### src/rtl/fu_issue_scheduler_pkg.sv
// Shared definitions for the FU issue scheduler: unit counts, FU class
// encoding, MEM FSM states and the packed per-class empty vector.
package fu_issue_scheduler_pkg;

    localparam int NUM_ALU  = 3;
    localparam int NUM_MULT = 2;
    localparam int MULT_LAT = 4;
    localparam int ISSUE_W  = 3;

    typedef enum logic [1:0] {
        FUNC_NOP = 2'd0,
        FUNC_ALU = 2'd1,
        FUNC_MUL = 2'd2,
        FUNC_MEM = 2'd3
    } fu_class_t;

    typedef enum logic {
        MEM_IDLE = 1'b0,
        MEM_BUSY = 1'b1
    } mem_state_t;

    typedef struct packed {
        logic [NUM_ALU-1:0]  alu_empty;
        logic [NUM_MULT-1:0] mult_empty;
        logic                mem_empty;
    } fu_empty_packet_t;

endpackage

### src/rtl/fu_issue_scheduler_mult_tracker.sv
// Occupancy tracker for one non-pipelined multiplier: busy bit, latency
// countdown and a one-cycle done pulse when the result becomes valid.
module fu_mult_tracker #(
    parameter int MULT_LAT = 4
) (
    input  logic clock,
    input  logic reset,
    input  logic squash,
    input  logic i_start,
    input  logic i_ack,
    output logic o_empty,
    output logic o_done
);

    localparam int CNT_W = $clog2(MULT_LAT) + 1;

    logic             r_busy;
    logic [CNT_W-1:0] r_cnt;
    logic             r_done;

    // NOTE: sequential state uses non-blocking assignments so every register
    // samples pre-edge values regardless of statement order.
    always_ff @(posedge clock) begin
        if (!reset || squash) begin
            r_busy <= 1'b0;
            r_cnt  <= '0;
            r_done <= 1'b0;
        end else begin
            r_done <= r_busy && (r_cnt == CNT_W'(1));
            if (r_busy && (r_cnt == '0) && i_ack) begin
                r_busy <= 1'b0;
            end else if (i_start) begin
                r_busy <= 1'b1;
                r_cnt  <= CNT_W'(MULT_LAT - 1);
            end else if (r_cnt != '0) begin
                r_cnt <= r_cnt - CNT_W'(1);
            end
        end
    end

    // A pulse already registered is still masked in the squash cycle itself.
    assign o_done  = r_done && !squash;
    assign o_empty = !r_busy;

endmodule

### src/rtl/fu_issue_scheduler.sv
// Routes up to ISSUE_W issued packets per cycle onto free ALU/MULT/MEM units
// and tracks per-unit occupancy for the reservation station's ready masking.
module fu_issue_scheduler
    import fu_issue_scheduler_pkg::*;
(
    input  logic                  clock,
    input  logic                  reset,
    input  logic                  squash,
    input  logic [ISSUE_W-1:0]    is_valid,
    input  logic [2*ISSUE_W-1:0]  is_func,
    input  logic [NUM_ALU-1:0]    alu_ack,
    input  logic [NUM_MULT-1:0]   mult_ack,
    input  logic                  mem_done,
    output logic [ISSUE_W-1:0]    grant,
    output logic [ISSUE_W-1:0]    reject,
    output logic [2*ISSUE_W-1:0]  unit_sel,
    output logic [NUM_ALU-1:0]    alu_empty,
    output logic [NUM_MULT-1:0]   mult_empty,
    output logic                  mem_empty,
    output logic [NUM_MULT-1:0]   mult_done
);

    logic [NUM_ALU-1:0]  r_alu_empty;
    mem_state_t          r_mem_state;
    logic                r_mem_empty;
    logic [NUM_MULT-1:0] w_mult_empty;
    fu_empty_packet_t    w_empty;

    logic [NUM_ALU-1:0]  w_alu_avail;
    logic [NUM_MULT-1:0] w_mult_avail;
    logic                w_mem_avail;
    logic [NUM_ALU-1:0]  w_alu_start;
    logic [NUM_MULT-1:0] w_mult_start;
    logic                w_mem_start;
    logic                w_found;
    fu_class_t           w_class;

    assign w_empty    = '{alu_empty: r_alu_empty, mult_empty: w_mult_empty, mem_empty: r_mem_empty};
    assign alu_empty  = w_empty.alu_empty;
    assign mult_empty = w_empty.mult_empty;
    assign mem_empty  = w_empty.mem_empty;

    // Per-class priority selector: lower slots claim units first, and only
    // registered empty bits count as free (a same-cycle ack frees nothing).
    // NOTE: every signal written here gets a default first, so no latch is inferred.
    always_comb begin
        w_alu_avail  = w_empty.alu_empty;
        w_mult_avail = w_empty.mult_empty;
        w_mem_avail  = w_empty.mem_empty;
        w_alu_start  = '0;
        w_mult_start = '0;
        w_mem_start  = 1'b0;
        w_found      = 1'b0;
        w_class      = FUNC_NOP;
        grant        = '0;
        reject       = '0;
        unit_sel     = '0;
        for (int s = 0; s < ISSUE_W; s++) begin
            w_found = 1'b0;
            w_class = is_valid[s] ? fu_class_t'(is_func[2*s +: 2]) : FUNC_NOP;
            case (w_class)
                FUNC_ALU: begin
                    for (int u = 0; u < NUM_ALU; u++) begin
                        if (!w_found && w_alu_avail[u]) begin
                            w_found            = 1'b1;
                            w_alu_avail[u]     = 1'b0;
                            w_alu_start[u]     = 1'b1;
                            unit_sel[2*s +: 2] = 2'(u);
                        end
                    end
                end
                FUNC_MUL: begin
                    for (int u = 0; u < NUM_MULT; u++) begin
                        if (!w_found && w_mult_avail[u]) begin
                            w_found            = 1'b1;
                            w_mult_avail[u]    = 1'b0;
                            w_mult_start[u]    = 1'b1;
                            unit_sel[2*s +: 2] = 2'(u);
                        end
                    end
                end
                FUNC_MEM: begin
                    if (w_mem_avail) begin
                        w_found     = 1'b1;
                        w_mem_avail = 1'b0;
                        w_mem_start = 1'b1;
                    end
                end
                default: ;
            endcase
            if (w_class != FUNC_NOP) begin
                grant[s]  = w_found;
                reject[s] = !w_found;
            end
        end
    end

    always_ff @(posedge clock) begin
        if (!reset || squash) begin
            r_alu_empty <= '1;
        end else begin
            for (int k = 0; k < NUM_ALU; k++) begin
                if (alu_ack[k]) begin
                    r_alu_empty[k] <= 1'b1;
                end else if (w_alu_start[k]) begin
                    r_alu_empty[k] <= 1'b0;
                end
            end
        end
    end

    always_ff @(posedge clock) begin
        if (!reset || squash) begin
            r_mem_state <= MEM_IDLE;
            r_mem_empty <= 1'b1;
        end else begin
            case (r_mem_state)
                MEM_IDLE: begin
                    if (w_mem_start) begin
                        r_mem_state <= MEM_BUSY;
                        r_mem_empty <= 1'b0;
                    end
                end
                MEM_BUSY: begin
                    if (mem_done) begin
                        r_mem_state <= MEM_IDLE;
                        r_mem_empty <= 1'b1;
                    end
                end
                default: begin
                    r_mem_state <= MEM_IDLE;
                    r_mem_empty <= 1'b1;
                end
            endcase
        end
    end

    for (genvar g = 0; g < NUM_MULT; g++) begin : g_mult
        fu_mult_tracker #(
            .MULT_LAT(MULT_LAT)
        ) u_mult (
            .clock   (clock),
            .reset   (reset),
            .squash  (squash),
            .i_start (w_mult_start[g]),
            .i_ack   (mult_ack[g]),
            .o_empty (w_mult_empty[g]),
            .o_done  (mult_done[g])
        );
    end

endmodule

### config.mk
export PLATFORM = sky130hd
export DESIGN_NAME = fu_issue_scheduler
export DESIGN_NICKNAME = d
export VERILOG_FILES = /design/src/rtl/fu_issue_scheduler_pkg.sv /design/src/rtl/fu_issue_scheduler_mult_tracker.sv /design/src/rtl/fu_issue_scheduler.sv
export SDC_FILE = /design/constraint.sdc
export NUM_CORES = 1
export LEC_CHECK = 0
export ABC_CLOCK_PERIOD_IN_PS = 3200
export CORE_AREA = 2 2 55 57
export CTS_BUF_LIST = sky130_fd_sc_hd__clkbuf_4
export DETAILED_ROUTE_END_ITERATION = 10
export DIE_AREA = 0 0 57 59
export PLACE_DENSITY = 0.86
export RECOVER_POWER = 50
export SYNTH_ARGS = -nofsm -noshare
export SYNTH_HDL_FRONTEND = slang
export SYNTH_HIERARCHICAL = 1
export SYNTH_SLANG_ARGS = --single-unit
### constraint.sdc
create_clock -name clock -period 3.2 [get_ports clock]
set_input_delay 0.32 -clock clock [delete_from_list [all_inputs] [get_ports clock]]
set_output_delay 0.32 -clock clock [all_outputs]
set_load 0.02 [all_outputs]
Word level (Yosys, flattened, before mapping)
Index checks and enable logic that the tools add are counted.

$add $sub $neg: 2. Multiply operators: 0. Div/mod/pow operators: 0. Magnitude comparators: 0. Equal/unequal tests: 13. Shift-type cells: 0. Mux-type cells: 98. Bitwise logic cells: 3. Reductions and logical operators: 51.

Operators by type and width (number): $mux 1 (70); $mux 3 (9); $mux 2 (11); $logic_and 1x1->1 (17); $logic_not 1->1 (16); $eq 2x2->1 const B (6); $pmux 2 s2 (3); $reduce_bool 2->1 (5); $reduce_or 2->1 (5); $pmux 1 s3 (3); $eq 2x1->1 const B (3); $eq 3x1->1 const B (2); $logic_not 3->1 (2); $reduce_and 2->1 (3); $reduce_bool 3->1 (2); $sub 3x1->3 const B (2); $ne 2x2->1 const B (2); $pmux 1 s2 (2); $not 1->1 (3); $logic_or 1x1->1 (1).

Register bits after elaboration: 15. Bits in latches: 0. Bits in writable memories: 0. Memory bits (read-only): 0. Word-level logic and storage cells: 178. Memories: 0.

Depth between registers and ports, before layout
Depth in word-level cells: 33. Mapped depth: 9. Depth with buffers taken out: 8.

Hierarchy
The synthesis kept the hierarchy.

Modules (own cells, without submodules): fu_issue_scheduler (times used 1, cells each 130, area an instance 932.1 um^2, sequential area each 100.1 um^2); fu_mult_tracker (times used 2, cells each 28, area an instance 259.0 um^2, sequential area each 100.1 um^2).

Worst setup path after synthesis
Ideal clock, no wire load.

Path type: reg-to-output. Start point: register g_mult[0].u_mult.r_busy. End point: output grant[1]. Data arrival time: 1.731 ns. Data required time: 2.880 ns. Setup slack: 1.149 ns. Stages on the path, launching flop included: 6. Path buffers: 1. Path through: dfxtp_1 -> inv_1 -> clkbuf_1 -> maj3_2 -> a32oi_1 -> a211oi_1.

Longest elaborated chain between the ends: 10. Elaborated cells between the ends (all ways): 15. Those cells by class: mux: 10; reduce/logical: 5.

Ends and longest elaborated chain: start, declared (line fu_issue_scheduler_mult_tracker.sv:17) `logic r_busy;`; start signal, assigned (line fu_issue_scheduler_mult_tracker.sv:25) `r_busy <= 1'b0;`; start signal, assigned (line fu_issue_scheduler_mult_tracker.sv:31) `r_busy <= 1'b0;`; start signal, assigned (line fu_issue_scheduler_mult_tracker.sv:33) `r_busy <= 1'b1;`; $logic_not 1->1 * (line fu_issue_scheduler_mult_tracker.sv:43) `assign o_empty = !r_busy;`; net mult_empty[0] (line fu_issue_scheduler.sv:18) `output logic [NUM_MULT-1:0] mult_empty,`; $mux 1 (line fu_issue_scheduler.sv:74) `if (!w_found && w_mult_avail[u]) begin`; $mux 2 * (line fu_issue_scheduler.sv:61) `case (w_class)`; $mux 1 * (line fu_issue_scheduler.sv:74); $mux 1 * (line fu_issue_scheduler.sv:61); $logic_not 1->1 (line fu_issue_scheduler.sv:74); $logic_and 1x1->1 (line fu_issue_scheduler.sv:74); $mux 1 * (line fu_issue_scheduler.sv:74); $pmux 1 s3 * (line fu_issue_scheduler.sv:61); $mux 1 * (line fu_issue_scheduler.sv:91) `if (w_class != FUNC_NOP) begin`; end, declared (line fu_issue_scheduler.sv:14) `output logic [ISSUE_W-1:0] grant,`.

Mark *: on every way through the listed nets, which the timed path passes. The rest lies on a longest branch. The select of a mux whose other input is x is not followed.

Worst setup path in the final report
Start point: input is_valid[1]. End point: output reject[2].

Longest elaborated chain between the ends: 15. Elaborated cells between the ends (all ways): 25. Those cells by class: eq/ne: 3; mux: 15; reduce/logical: 7.

Ends and longest elaborated chain: start, declared (line fu_issue_scheduler.sv:9) `input logic [ISSUE_W-1:0] is_valid,`; $mux 2 * (line fu_issue_scheduler.sv:60) `w_class = is_valid[s] ? fu_class_t'(is_func[2*s +: 2]) : FUNC_NOP;`; $eq 2x1->1 (line fu_issue_scheduler.sv:61); $mux 3 (line fu_issue_scheduler.sv:61); $mux 1 (line fu_issue_scheduler.sv:64) `if (!w_found && w_alu_avail[u]) begin`; $mux 1 (line fu_issue_scheduler.sv:61); $logic_not 1->1 (line fu_issue_scheduler.sv:64); $logic_and 1x1->1 (line fu_issue_scheduler.sv:64); $mux 1 (line fu_issue_scheduler.sv:64); $mux 1 (line fu_issue_scheduler.sv:61); $logic_not 1->1 (line fu_issue_scheduler.sv:64); $logic_and 1x1->1 (line fu_issue_scheduler.sv:64); $mux 1 (line fu_issue_scheduler.sv:64); $pmux 1 s3 * (line fu_issue_scheduler.sv:61); $logic_not 1->1 * (line fu_issue_scheduler.sv:93) `reject[s] = !w_found;`; $mux 1 * (line fu_issue_scheduler.sv:91); end, declared (line fu_issue_scheduler.sv:15) `output logic [ISSUE_W-1:0] reject,`.

Every way passes the cells marked *; elsewhere a longest branch is shown, timed or not. The select of a mux whose other input is x is not followed.

==> reports/qor.yml <==
finish:
  drive_gt1_frac: 0.06335
  fillers: 243
  layout.nets: 256
  layoutNonFillerInstCount: 252
  final_cell_area_mm2: 0.001866
  seqCellArea_um2: 300.3
  multiInputGateArea_mm2: 0.001050
  num_antenna_cells: 0
  synthToLayoutAreaGrowth_pct: 28.65
global_routing:
  antenna_found_initial: 0
  track_usage: 0.2171
  first_global_vias: 1376
  gr-total-overflow: 0
  grt_max_degree: 18
  grt_pass1_wl_um: 5858
floorplan:
  core_area_mm2: 0.002710
  initial_core_util: 0.5351
  fp.dieH_um: 59
  die_w_um: 57
  num_rows: 19
  num_io_pins: 38
  dieArea_mm2: 0.003363
synthesis:
  synth_fp_nets: 220
  avgSynthCellArea_um2: 7.796
  post-synth-top-count-cell: "nor2_1"
  ys_types: 46
  synth_xor_area_frac: 0.04832
  async_reset_ff_frac: 0
  synth-seq-cells: 15
  synth_cells: 186
  synth.top_cell.area_share: 0.2071
  synth_mux_area_frac: 0.02761
  synth_common_cells: "nor2_1, inv_1, ha_1, nand2_1, dfxtp_1"
  synth_ff_type: "dfxtp_1"
  yosys.area_share.simple: 0.2778
  seq_area_frac_synth: 0.2071
  yosys_warnings: 6
  synth-adder-area-share: 0.1536
  synth_compound_area_frac: 0.2166
  ys_top_cells_by_area: "dfxtp_1, ha_1, nor2_1"
  netlist_area_mm2: 0.001450
  synth_top_family_by_area: "simple AND/OR/NAND/NOR gates"
  synth-edff-count: 0
  post-synth-top-area-cell: "dfxtp_1"
timing:
  fmax_mhz: 336.0
  hold_violations: 0
  timing.hold.ws_ps: 524.3
  finalCritPeriodShare: 0.9302
  finClkSkew_ps: 1.919
  rsz0062_at_grt: "false"
  tightestPinTransition_ps: 628.6
  relSlewSlack: 0.5809
  drv_slew: 0
  fin_ws_ps: 223.5
  setup_viol_count_final: 0
  min_period_ps: 2976
  fin_setup_tns_ps: 0
cts:
  clock_path_buffers: 2
  clk_pin_slew_ps: 100
  cts_sinks: 15
  clk_latency_ps: 290
  ctsResizeCount: 0
  cts_inserted_buffers: 3
  post-cts-setup-buffers: 0
  cts_max_level: 1
  cts-hold-fix-buffers: 0
  cts_root_buffer: "clkbuf_4"
  tritoncts: "yes"
place:
  postPlaceCellArea_mm2: 0.001838
  hpwl_um: 2774
  port_buffers: 37
  dp_slack_ps: 217.9
  dp_cells: 248
  place_congestion: 0.8746
drt:
  wl_um: 3528
  dr.pass1.iters: 4
  ant_nets: 0
  wl_per_cell_um: 14.00
  dr_total_vias: 1453
  via_per_inst: 5.766
  drtIter0Drc: 39
  route.detailed.drc: 0
power_and_ir_drop:
  p_leak_nw: 0.7482
  ir_drop_uv: 269.5
  power_density_mw_per_mm2: 269.3
worst_setup_path:
  cp-end-kind: "primary output"
  r2r_cells: 5
  critPathLaunchType: "input pin"
  crit_arrival_ps: 2660
  critPathKind: "in2out"
  ff2ff_setup_slack_ps: 1320
  crit_fanout: 8
  cp.required_ps: 2880
hold_path:
  worst_hold_path.num_cells: 2
  hp-class: "reg2reg"
run_status:
  outcome: "finished, final reports clean"
run:
  max_cap_viol_count: 0
[worst paths after layout]
check                                       start                                      to
max                                   is_valid[1]                               reject[2]
min          g_mult[0].u_mult/r_busy$_SDFFE_PP0P_      g_mult[0].u_mult/r_done$_SDFF_PP0_
max reg2reg  g_mult[0].u_mult/r_busy$_SDFFE_PP0P_  g_mult[1].u_mult/r_cnt[1]$_SDFFE_PP0P_
min reg2reg  g_mult[0].u_mult/r_busy$_SDFFE_PP0P_      g_mult[0].u_mult/r_done$_SDFF_PP0_
[metal layers]
| metal | GRT usage | share of wire |
|---|---|---|
| met5 | 0 | 0 |
| met4 | 0.07309 | 0.012 |
| met3 | 0.05459 | 0.062 |
| met2 | 0.3629 | 0.49 |
| met1 | 0.2747 | 0.44 |
[kinds of logic (layout without fill, tap and decap cells)]
family / Yosys count / count (layout)
xor+xnor: 8 / 8
mux: 4 / 4
compound gates: 42 / 42
simple gates: 74 / 74
flops: 15 / 15
buf+inv: 25 / 60
fa+ha+maj: 18 / 18
[area by class of cell]
type / count / area share
Inverter: 17 / 0.03421
Timing Repair Buffer: 39 / 0.2066
Multi-Input combinational cell: 146 / 0.5627
Clock buffer: 3 / 0.01207
Clock inverter: 1 / 0.002683
Tap cell: 31 / 0.02079
Sequential cell: 15 / 0.1610
[cells in the final DEF (no fill, tap or decap), types with 2 or more instances in the layout]
cell type / count
inv_1: 17
nand2b_1: 7
nand3_1: 5
o21a_1: 3
buf_4: 2
a221oi_1: 2
clkdlybuf4s50_1: 28
a31oi_1: 2
nand4b_1: 2
nor2b_2: 2
nor2_1: 19
ha_1: 16
nor3_1: 7
dlygate4sd3_1: 9
maj3_2: 2
a32oi_1: 2
a21boi_0: 2
nand2_1: 16
a21oi_1: 6
dfxtp_1: 15
nor2b_1: 3
xor2_1: 4
mux2i_1: 4
and2_1: 3
nand4_1: 4
a311oi_1: 4
nor3b_1: 2
xnor2_1: 4
o21ai_0: 3
a41oi_1: 2
clkbuf_4: 3
nand3b_4: 2
o21bai_1: 2
a21o_1: 3
[where the power goes]
part / internal [mW] / leakage (nW) / switching, mW / total (mW)
Sequential: 0.195 / 0.122 / 0.00910 / 0.204
Clock: 0.0464 / 0.0177 / 0.0662 / 0.113
Combinational: 0.0879 / 0.609 / 0.0978 / 0.186
[worst max-delay path, stage by stage]
cell	delay, ps
clkdlybuf4s50_1	480
nand2_1	120
inv_1	110
ha_1	320
nand4b_1	230
o21bai_1	250
o41ai_1	90
a21oi_1	120
clkdlybuf4s50_1	610
[stage by stage]
step | util | total power [mW]
global route | 0.6884 | 0.5346
floorplan | - | 0.3231
global placement | 0.6782 | 0.3819
detailed placement | 0.6782 | 0.3934
finish | 0.6884 | 0.5023
CTS | 0.6884 | 0.5071
[flip-flops by register name (all words and copies together), names as in the netlist]
signal,cells
g_mult.u_mult/r_cnt,6
alu_empty,3
g_mult.u_mult/r_busy,2
g_mult.u_mult/r_done,2
mem_empty,1
r_mem_state,1
(Power assumes the default switching activity.)
